--- config.mk ---
export PLATFORM = sky130hd
export DESIGN_NAME = id_ex_latch
export DESIGN_NICKNAME = d
export VERILOG_FILES = /design/src/rtl/id_ex_latch.sv
export SDC_FILE = /design/constraint.sdc
export NUM_CORES = 1
export LEC_CHECK = 0
export ABC_CLOCK_PERIOD_IN_PS = 8150
export CAP_MARGIN = 10
export CORE_MARGIN = 1.5
export CORE_UTILIZATION = 35
export CTS_CLUSTER_DIAMETER = 120
export DETAILED_ROUTE_END_ITERATION = 7
export PLACE_DENSITY_LB_ADDON = 0.12
export SLEW_MARGIN = 20
export SYNTH_ARGS = -nofsm -noshare
export SYNTH_HDL_FRONTEND = slang
export SYNTH_SLANG_ARGS = --single-unit
--- constraint.sdc ---
create_clock -name clk -period 8.15 [get_ports clk]
set_input_delay 1.63 -clock clk [delete_from_list [all_inputs] [get_ports clk]]
set_output_delay 1.63 -clock clk [all_outputs]
set_load 0.02 [all_outputs]
--- src/rtl/id_ex_latch.sv ---
// id_ex_latch: ID/EX pipeline register with stall, flush, bubble counter; optional load-use detect via ID_EX_HAZARD_DETECT_EN
module id_ex_latch #(
  parameter int DW   = 32,
  parameter int CNTW = 16
) (
  input  logic            clk,
  input  logic            rst,
  input  logic [1:0]      ctlwb_in,
  input  logic [2:0]      ctlm_in,
  input  logic [3:0]      ctlex_in,
  input  logic [DW-1:0]   npc_in,
  input  logic [DW-1:0]   readdat1_in,
  input  logic [DW-1:0]   readdat2_in,
  input  logic [DW-1:0]   signext_in,
  input  logic [4:0]      rs_in,
  input  logic [4:0]      rt_in,
  input  logic [4:0]      rd_in,
  input  logic            valid_in,
  input  logic            stall,
  input  logic            flush,
  output logic [1:0]      wb_out,
  output logic [2:0]      m_out,
  output logic [3:0]      ex_out,
  output logic [DW-1:0]   npc_out,
  output logic [DW-1:0]   readdat1_out,
  output logic [DW-1:0]   readdat2_out,
  output logic [DW-1:0]   signext_out,
  output logic [4:0]      rs_out,
  output logic [4:0]      rt_out,
  output logic [4:0]      rd_out,
  output logic            valid_out,
  output logic            hazard_stall,
  output logic [CNTW-1:0] bubble_cnt
);
  logic hazard;
  logic bubble;
`ifdef ID_EX_HAZARD_DETECT_EN
  // m_out[1] is MemRead: a load in EX whose target feeds the decode instruction
  assign hazard = valid_out & m_out[1] & valid_in & (rt_out == rs_in | rt_out == rt_in);
`else
  assign hazard = 1'b0;
`endif
  assign hazard_stall = hazard;
  assign bubble = flush | hazard;
  always_ff @(posedge clk or posedge rst)
    if (rst) begin
      wb_out       <= '0;
      m_out        <= '0;
      ex_out       <= '0;
      npc_out      <= '0;
      readdat1_out <= '0;
      readdat2_out <= '0;
      signext_out  <= '0;
      rs_out       <= '0;
      rt_out       <= '0;
      rd_out       <= '0;
      valid_out    <= 1'b0;
      bubble_cnt   <= '0;
    end else if (bubble | ~stall) begin
      wb_out       <= bubble ? '0 : ctlwb_in;
      m_out        <= bubble ? '0 : ctlm_in;
      ex_out       <= bubble ? '0 : ctlex_in;
      valid_out    <= bubble ? 1'b0 : valid_in;
      npc_out      <= npc_in;
      readdat1_out <= readdat1_in;
      readdat2_out <= readdat2_in;
      signext_out  <= signext_in;
      rs_out       <= rs_in;
      rt_out       <= rt_in;
      rd_out       <= rd_in;
      if (bubble && ~&bubble_cnt) bubble_cnt <= bubble_cnt + CNTW'(1);
    end
endmodule

## Yosys cells after proc, flatten, opt, wreduce, memory -nomap -nowiden

Index checks and enable logic that the tools add are counted.

- Magnitude comparators: 0
- Add/subtract/negate cells: 1
- Reduce and logical (&&, ||, !) cells: 4
- Bitwise gates (word level): 2
- Equal/unequal tests: 0
- Shift operators: 0
- Divide/modulo/power cells: 0
- Multipliers: 0
- Mux-type cells: 4

Operators with widths:

| cell | number |
|---|---|
| $add A16 B1 Y16 const B | 1 |
| $reduce_and A16 Y1 | 1 |
| $mux W4 | 1 |
| $mux W3 | 1 |
| $mux W2 | 1 |
| $reduce_and A2 Y1 | 1 |
| $logic_and A1 B1 Y1 | 1 |
| $logic_not A1 Y1 | 1 |
| $mux W1 | 1 |
| $not A1 Y1 | 1 |
| $or A1 B1 Y1 | 1 |

- Memory bits (writable): 0
- Bits in read-only memories: 0
- Bits in latches: 0
- Output and inout bits: 170
- Bits of input ports: 157
- Word-level logic and storage cells: 23
- Memories kept: 0
- Register bits after elaboration: 169

## Depth between registers and ports, before layout

- Depth in word-level cells: 4
- Depth in mapped cells: 5
- Mapped depth without buffers: 5

## Worst setup path after synthesis

OpenSTA, ideal clock, no wires.

- Path kind: input -> register
- Start: input flush
- End: register npc_out[0]
- Cell stages on the path: 5
- Path slack: 5.456 ns
- Data arrival time: 2.569 ns
- Buffers on the path: 3
- Data required time: 8.025 ns
- Cells stage by stage: nand2b_1 buf_2 buf_2 buf_2 mux2_2

- Word-level cells in the longest chain between the ends: 1

Ends and longest elaborated chain:

| element | RTL line | source |
|---|---|---|
| start, declared | 20 | `input logic flush,` |
| $or A1 B1 Y1 | 59 | `end else if (bubble \| ~stall) begin` |
| end signal, assigned | 64 | `npc_out <= npc_in;` |
| end, declared | 24 | `output logic [DW-1:0] npc_out,` |

Every way passes these cells.
A chain may end at the register's enable or synchronous reset.

## Final worst setup path

- Start: input flush
- End: register readdat2_out[14]

- Word-level cells in the longest chain between the ends: 1

Ends and longest elaborated chain:

| element | RTL line | source |
|---|---|---|
| $or A1 B1 Y1 | 59 |  |
| end signal, assigned | 66 | `readdat2_out <= readdat2_in;` |
| end, declared | 26 | `output logic [DW-1:0] readdat2_out,` |

Every way passes these cells.

==> flow_metrics.env <==
export IMPL_status="complete, but fails checks"
export IMPL_violations="DRC"
export IMPL_hold_path_cell_count=1
export IMPL_seq_power_share=0.411
export IMPL_grt_max_degree=97
export IMPL_hold_class="reg2reg"
export IMPL_dr_pass1_iters=6
export IMPL_clk_pin_slew_ns=0.06
export IMPL_finalMaxSlewViolations=0
export IMPL_r2r_end="bubble_cnt[1]$_DFFE_PP0P_"
export IMPL_p_per_area_nw_per_um2=224
export IMPL_ant_nets=0
export IMPL_startpoint_type="input pin"
export IMPL_ys_seq_area_frac=0.650
export IMPL_dpl_cell_area_um2=9970
export IMPL_die_width_um=139
export IMPL_drtIter0Drc=138
export IMPL_fin_setup_tns_ns=0
export IMPL_vias=4599
export IMPL_crit_path_max_fanout=78
export IMPL_switching_share=0.253
export IMPL_port_buffers=325
export IMPL_clkLatencyLatePin_ns=0.42
export IMPL_fillers=1413
export IMPL_start_util=0.360
export IMPL_synth_edf_count=0
export IMPL_ctsResizeCount=0
export IMPL_hold_viol_final=0
export IMPL_cts_buffers=17
export IMPL_worst_slew_pin_slew_ns=0.991
export IMPL_rows=49
export IMPL_reg2regPathDepth=5
export IMPL_grtUsageTotal=0.185
export IMPL_finalInstanceArea_um2=10700
export IMPL_cp_required_ns=8.45
export IMPL_ys_async_sr_fraction=1.00
export IMPL_synth_seq_cells=169
export IMPL_min_from="readdat1_out[18]$_DFFE_PP0P_"
export IMPL_antenna_found_initial=0
export IMPL_p_leak_nw=4.43
export IMPL_core_um2=18100
export IMPL_fmax_mhz=230
export IMPL_avgSynthCellArea_um2=15.8
export IMPL_rsz0062_at_grt="false"
export IMPL_syn_num_nets=569
export IMPL_die_h_um=139
export IMPL_drv_cap=0
export IMPL_cts_max_level=4
export IMPL_r2r_slack_ns=6.33
export IMPL_p_int_mw=1.78
export IMPL_synth_area_um2=6500
export IMPL_hold_end="readdat1_out[18]$_DFFE_PP0P_"
export IMPL_grt_pass1_wl_mm=27.3
export IMPL_cts_buffer_depth=2
export IMPL_dp_hpwl_mm=13.0
export IMPL_antennaDiodeCount=0
export IMPL_routed_wl_mm=17.7
export IMPL_synthCells=411
export IMPL_cts_tree="done"
export IMPL_skew_ns=0.00455
export IMPL_vias_per_cell=4.70
export IMPL_holdBufCountCts=0
export IMPL_wl_per_cell_um=18.1
export IMPL_layout_drive_gt1_share=0.252
export IMPL_drcViolationCount=25
export IMPL_final_nets=896
export IMPL_slew_limit_headroom=0.339
export IMPL_grt_pass1_vias=4736
export IMPL_dieArea_um2=19400
export IMPL_period_share=0.534
export IMPL_grt_ovfl_total=0
export IMPL_worstReg2RegStart="bubble_cnt[1]$_DFFE_PP0P_"
export IMPL_clock_sinks=169
export IMPL_clkPwrFrac=0.381
export IMPL_cp_arrival_ns=4.65
export IMPL_vdd_drop_max_uv=166
export IMPL_cts_root_buf="clkbuf_16"
export IMPL_place_congestion=0.803
export IMPL_ys_types=30
export IMPL_switchingPower_uw=603
export IMPL_crit_chain="clkdlybuf4s50_1 -> nand2b_4 -> buf_4 -> mux2_2"
export IMPL_setup_violations_final=0
export IMPL_crit_type="in2reg"
export IMPL_cpPeakStageDelay_ns=0.87
export IMPL_combPwrFrac=0.208
export IMPL_period_minus_slack_ns=4.35
export IMPL_cp_end_kind="flip-flop"
export IMPL_slowest_stage="buf_4"
export IMPL_area_delta_synth_final_pct=63.8
export IMPL_pin_count=327
export IMPL_yosys_warnings=0
export IMPL_cts_setup_buffers=0
export IMPL_ys_flop_type="dfrtp_1"
export IMPL_p_total_mw=2.38
[metrics by stage]
stage	worst slack, ns	util	hold WS, ns	cells
2_1_floorplan	1.94	-	0.621	411
3_3_place_gp	3.43	0.552	0.489	948
3_5_place_dp	3.33	0.552	0.494	948
4_1_cts	3.76	0.589	0.508	979
5_1_grt	3.61	0.589	0.514	979
6_report	3.80	0.589	0.505	979
[synth_stat cells (4+ instances only)]
cell type,number,area [µm²]
nand4_1,5,31.3
buf_2,16,80.1
nand3_1,7,35.0
xnor2_1,5,43.8
mux2i_1,11,110
mux2_2,147,1660
nor2_1,13,48.8
dfrtp_1,169,4230
nor3_1,4,20.0
nand2_1,5,18.8
[registers in the layout, indices dropped and copies added (netlist names)]
| name | count |
|---|---|
| bubble_cnt | 16 |
| rt_out | 5 |
| signext_out | 32 |
| npc_out | 32 |
| rs_out | 5 |
| ex_out | 4 |
| readdat2_out | 32 |
| m_out | 3 |
| rd_out | 5 |
| wb_out | 2 |
| readdat1_out | 32 |
| valid_out | 1 |
[worst max-delay path by stage]
stage,endpoint,cells after the start,slack [ns],from
floorplan,bubble_cnt[0]$_DFFE_PP0P_,1,1.94,rst
global placement,readdat2_out[23]$_DFFE_PP0P_,4,3.43,flush
detailed placement,readdat2_out[21]$_DFFE_PP0P_,4,3.33,flush
CTS,rd_out[1]$_DFFE_PP0P_,4,3.76,flush
global route,rt_out[2]$_DFFE_PP0P_,4,3.61,flush
finish,readdat2_out[14]$_DFFE_PP0P_,4,3.80,flush
[cell usage in the layout (no fill, tap or decap), types with 2 or more instances in the layout]
master / n
nor3_1: 4
inv_1: 2
nand4_1: 5
clkdlybuf4s50_1: 325
and3_1: 2
inv_6: 2
nand3_1: 7
clkbuf_8: 5
mux2i_1: 11
dfrtp_1: 169
xor2_1: 3
nor2_1: 13
mux2_2: 147
nand2_1: 5
buf_4: 2
clkinv_4: 3
bufinv_16: 5
xnor2_1: 5
a21oi_1: 3
clkbuf_16: 17
[critical path, delay by kind of cell]
family	cells	cell delay, ns
multiplexers	1	0.42
AND/OR/NAND/NOR	1	0.81
buffers and inverters	2	1.70
[per-layer routing]
layer / share of wire / track usage
met4: 0.023 / 0.0767
met2: 0.51 / 0.309
met3: 0.10 / 0.0760
met1: 0.37 / 0.209
met5: 0 / 0
[logic make-up after synthesis]
| family | count (synthesis) | synth area share |
|---|---|---|
| flip-flops | 169 | 0.650 |
| multiplexers | 159 | 0.274 |
| buffers and inverters | 22 | 0.0164 |
| adder cells (fa/ha/maj) | 1 | 0.00192 |
| XOR/XNOR | 8 | 0.0108 |
| other | 1 | 0.000577 |
| AND/OR/NAND/NOR | 46 | 0.0419 |
| AO/OA/AOI/OAI | 5 | 0.00423 |
[power groups by stage]
stage | Sequential, mW | Combinational (mW) | Clock (mW)
2_1_floorplan | 1.09 | 0.127 | 0
3_3_place_gp | 0.992 | 0.492 | 0
3_5_place_dp | 0.994 | 0.499 | 0
4_1_cts | 0.981 | 0.503 | 0.937
5_1_grt | 0.992 | 0.523 | 0.971
6_report | 0.980 | 0.496 | 0.909
[final cells by class]
type	count	area [µm²]	share of cell area
flip-flops and latches	169	4230	0.397
inverters	3	16.3	0.00153
repair buffers	327	3270	0.307
well taps	229	287	0.0269
multi-input cells	220	2170	0.204
clock buffers	22	494	0.0464
clock inverters	9	185	0.0174
No activity file was read; power rests on OpenSTA's default activity.
==> RTL edit: new RTL, config.mk and constraints unchanged <==
Set the parameter `DW` to 48 (it was 32).
--- a/src/rtl/id_ex_latch.sv
+++ b/src/rtl/id_ex_latch.sv
@@ -2,3 +2,3 @@
 module id_ex_latch #(
-  parameter int DW   = 32,
+  parameter int DW   = 48,
   parameter int CNTW = 16
Interface: changed (8 resized); port bits go from 327 to 455. No check against the original RTL was run, so the function may have changed too.
==> RTL edit against the unedited design <==
Total power is 29% higher; die area is 35% higher; routed wire length is 48% higher; sequential cell count grew 64; final area up 36%; setup slack gained 0.35 ns; fmax rose by 8.8%; synthesized area rose by 36%; largest cell class unchanged; highest routed layer is now met5.
==> RTL edit: results (changes against the unedited design) <==
- Synth cell count leaders: 233 x dfrtp_1, 208 x mux2_2, 23 x buf_2, 12 x nor2_1, 11 x mux2i_1
- Met2 WL: 13.5 mm (+51%)
- GR Util met3: 0.0666 (-0.00940)
- CTS Buf Count: 27 (+10)
- Wire length on met3: 2.37 mm (+34%)
- Int Pwr: 2.27 mW (+28%)
- Worst skew pair latency: 0.51 ns (+0.09 ns)
- Syn avg cell area: 16.2 sq um (+2.3%)
- Initial antenna violation count: 2 (+2)
- Vias: 6208 (+35%)
- Leak: 6.02 nW (+36%)
- Post-Synth XOR/XNOR Area: 0.00793 (-0.00285)
- Finished Layout Cells: 1344 (+37%)
- Slowest Stage Delay on Critical Path: 0.84 ns (-0.03 ns)
- Clock-net power: 1.08 mW (+19%)
- Complex-gate fraction of the synthesized area: 0.00481 (+0.000580)
- First-pass GRT wire length: 39.3 mm (+44%)
- Worst Clk Skew: 0.00223 ns (-0.00233 ns)
- Placer Congestion: 0.787 (-2.0%)
- Worst vdd rail ir drop: 172 uV (+3.1%)
- Top cells by area, synth: dfrtp_1 66%, mux2_2 27%, buf_2 1.3%
- Clock H-tree levels: 1 (-3)
- Top layer in use: met5
- Vias in the first global route: 6354 (+34%)
- Synth Area in Adders: 0.00142 (-0.000509)
- Slew of the pin with the lowest slew margin: 0.972 ns (-0.0185 ns)
- Maximum clock path buffer count: 3 (+1)
- Worst setup margin: 4.15 ns (+0.352 ns)
- DP Wirelength: 19.5 mm (+50%)
- Pre-antenna DRT Iters: 4 (-2)
- Hold Worst Slack: 0.502 ns (-0.00304 ns)
- Logic pwr share: 0.217 (+0.009)
- DR iter-0 viols: 192 (+39%)
- Largest net degree at the start of global routing: 128 (+32%)
- Outcome: finished, final reports clean
- Critical Path Fanout Max: 75 (-3.8%)
- Final net count: 1228 (+37%)
- Post-Place Worst Slack: 3.54 ns (+0.213 ns)
## RTL edit: changes by cell type in the layout (fill, tap and decap cells not counted), sizes merged, moves of 5 or more
cell / unedited run / this run
mux2: 148 / 210
dfrtp: 169 / 233
bufinv: 5 / 0
clkbuf: 22 / 40
clkdlybuf4s50: 325 / 453
## RTL edit: layout make-up
class                      count  area share
antenna                        1    0.000173
tap                          324      0.0280
multi-input combinational    283       0.198
sequential                   233       0.402
clock inverter                 2    0.000950
inverter                       4     0.00155
clock buffer                  40      0.0528
timing repair buffer         457       0.316
## RTL edit: worst paths after layout
path | start | to | depth (start not counted)
max | flush | npc_out[42] | 4
min | readdat1_out[21] | readdat1_out[21] | 1
max reg2reg | bubble_cnt[0] | bubble_cnt[14] | 5
min reg2reg | readdat1_out[21] | readdat1_out[21] | 1
max in group asynchronous | rst | readdat1_out[17] | 3
min in group asynchronous | rst | npc_out[12] | 2
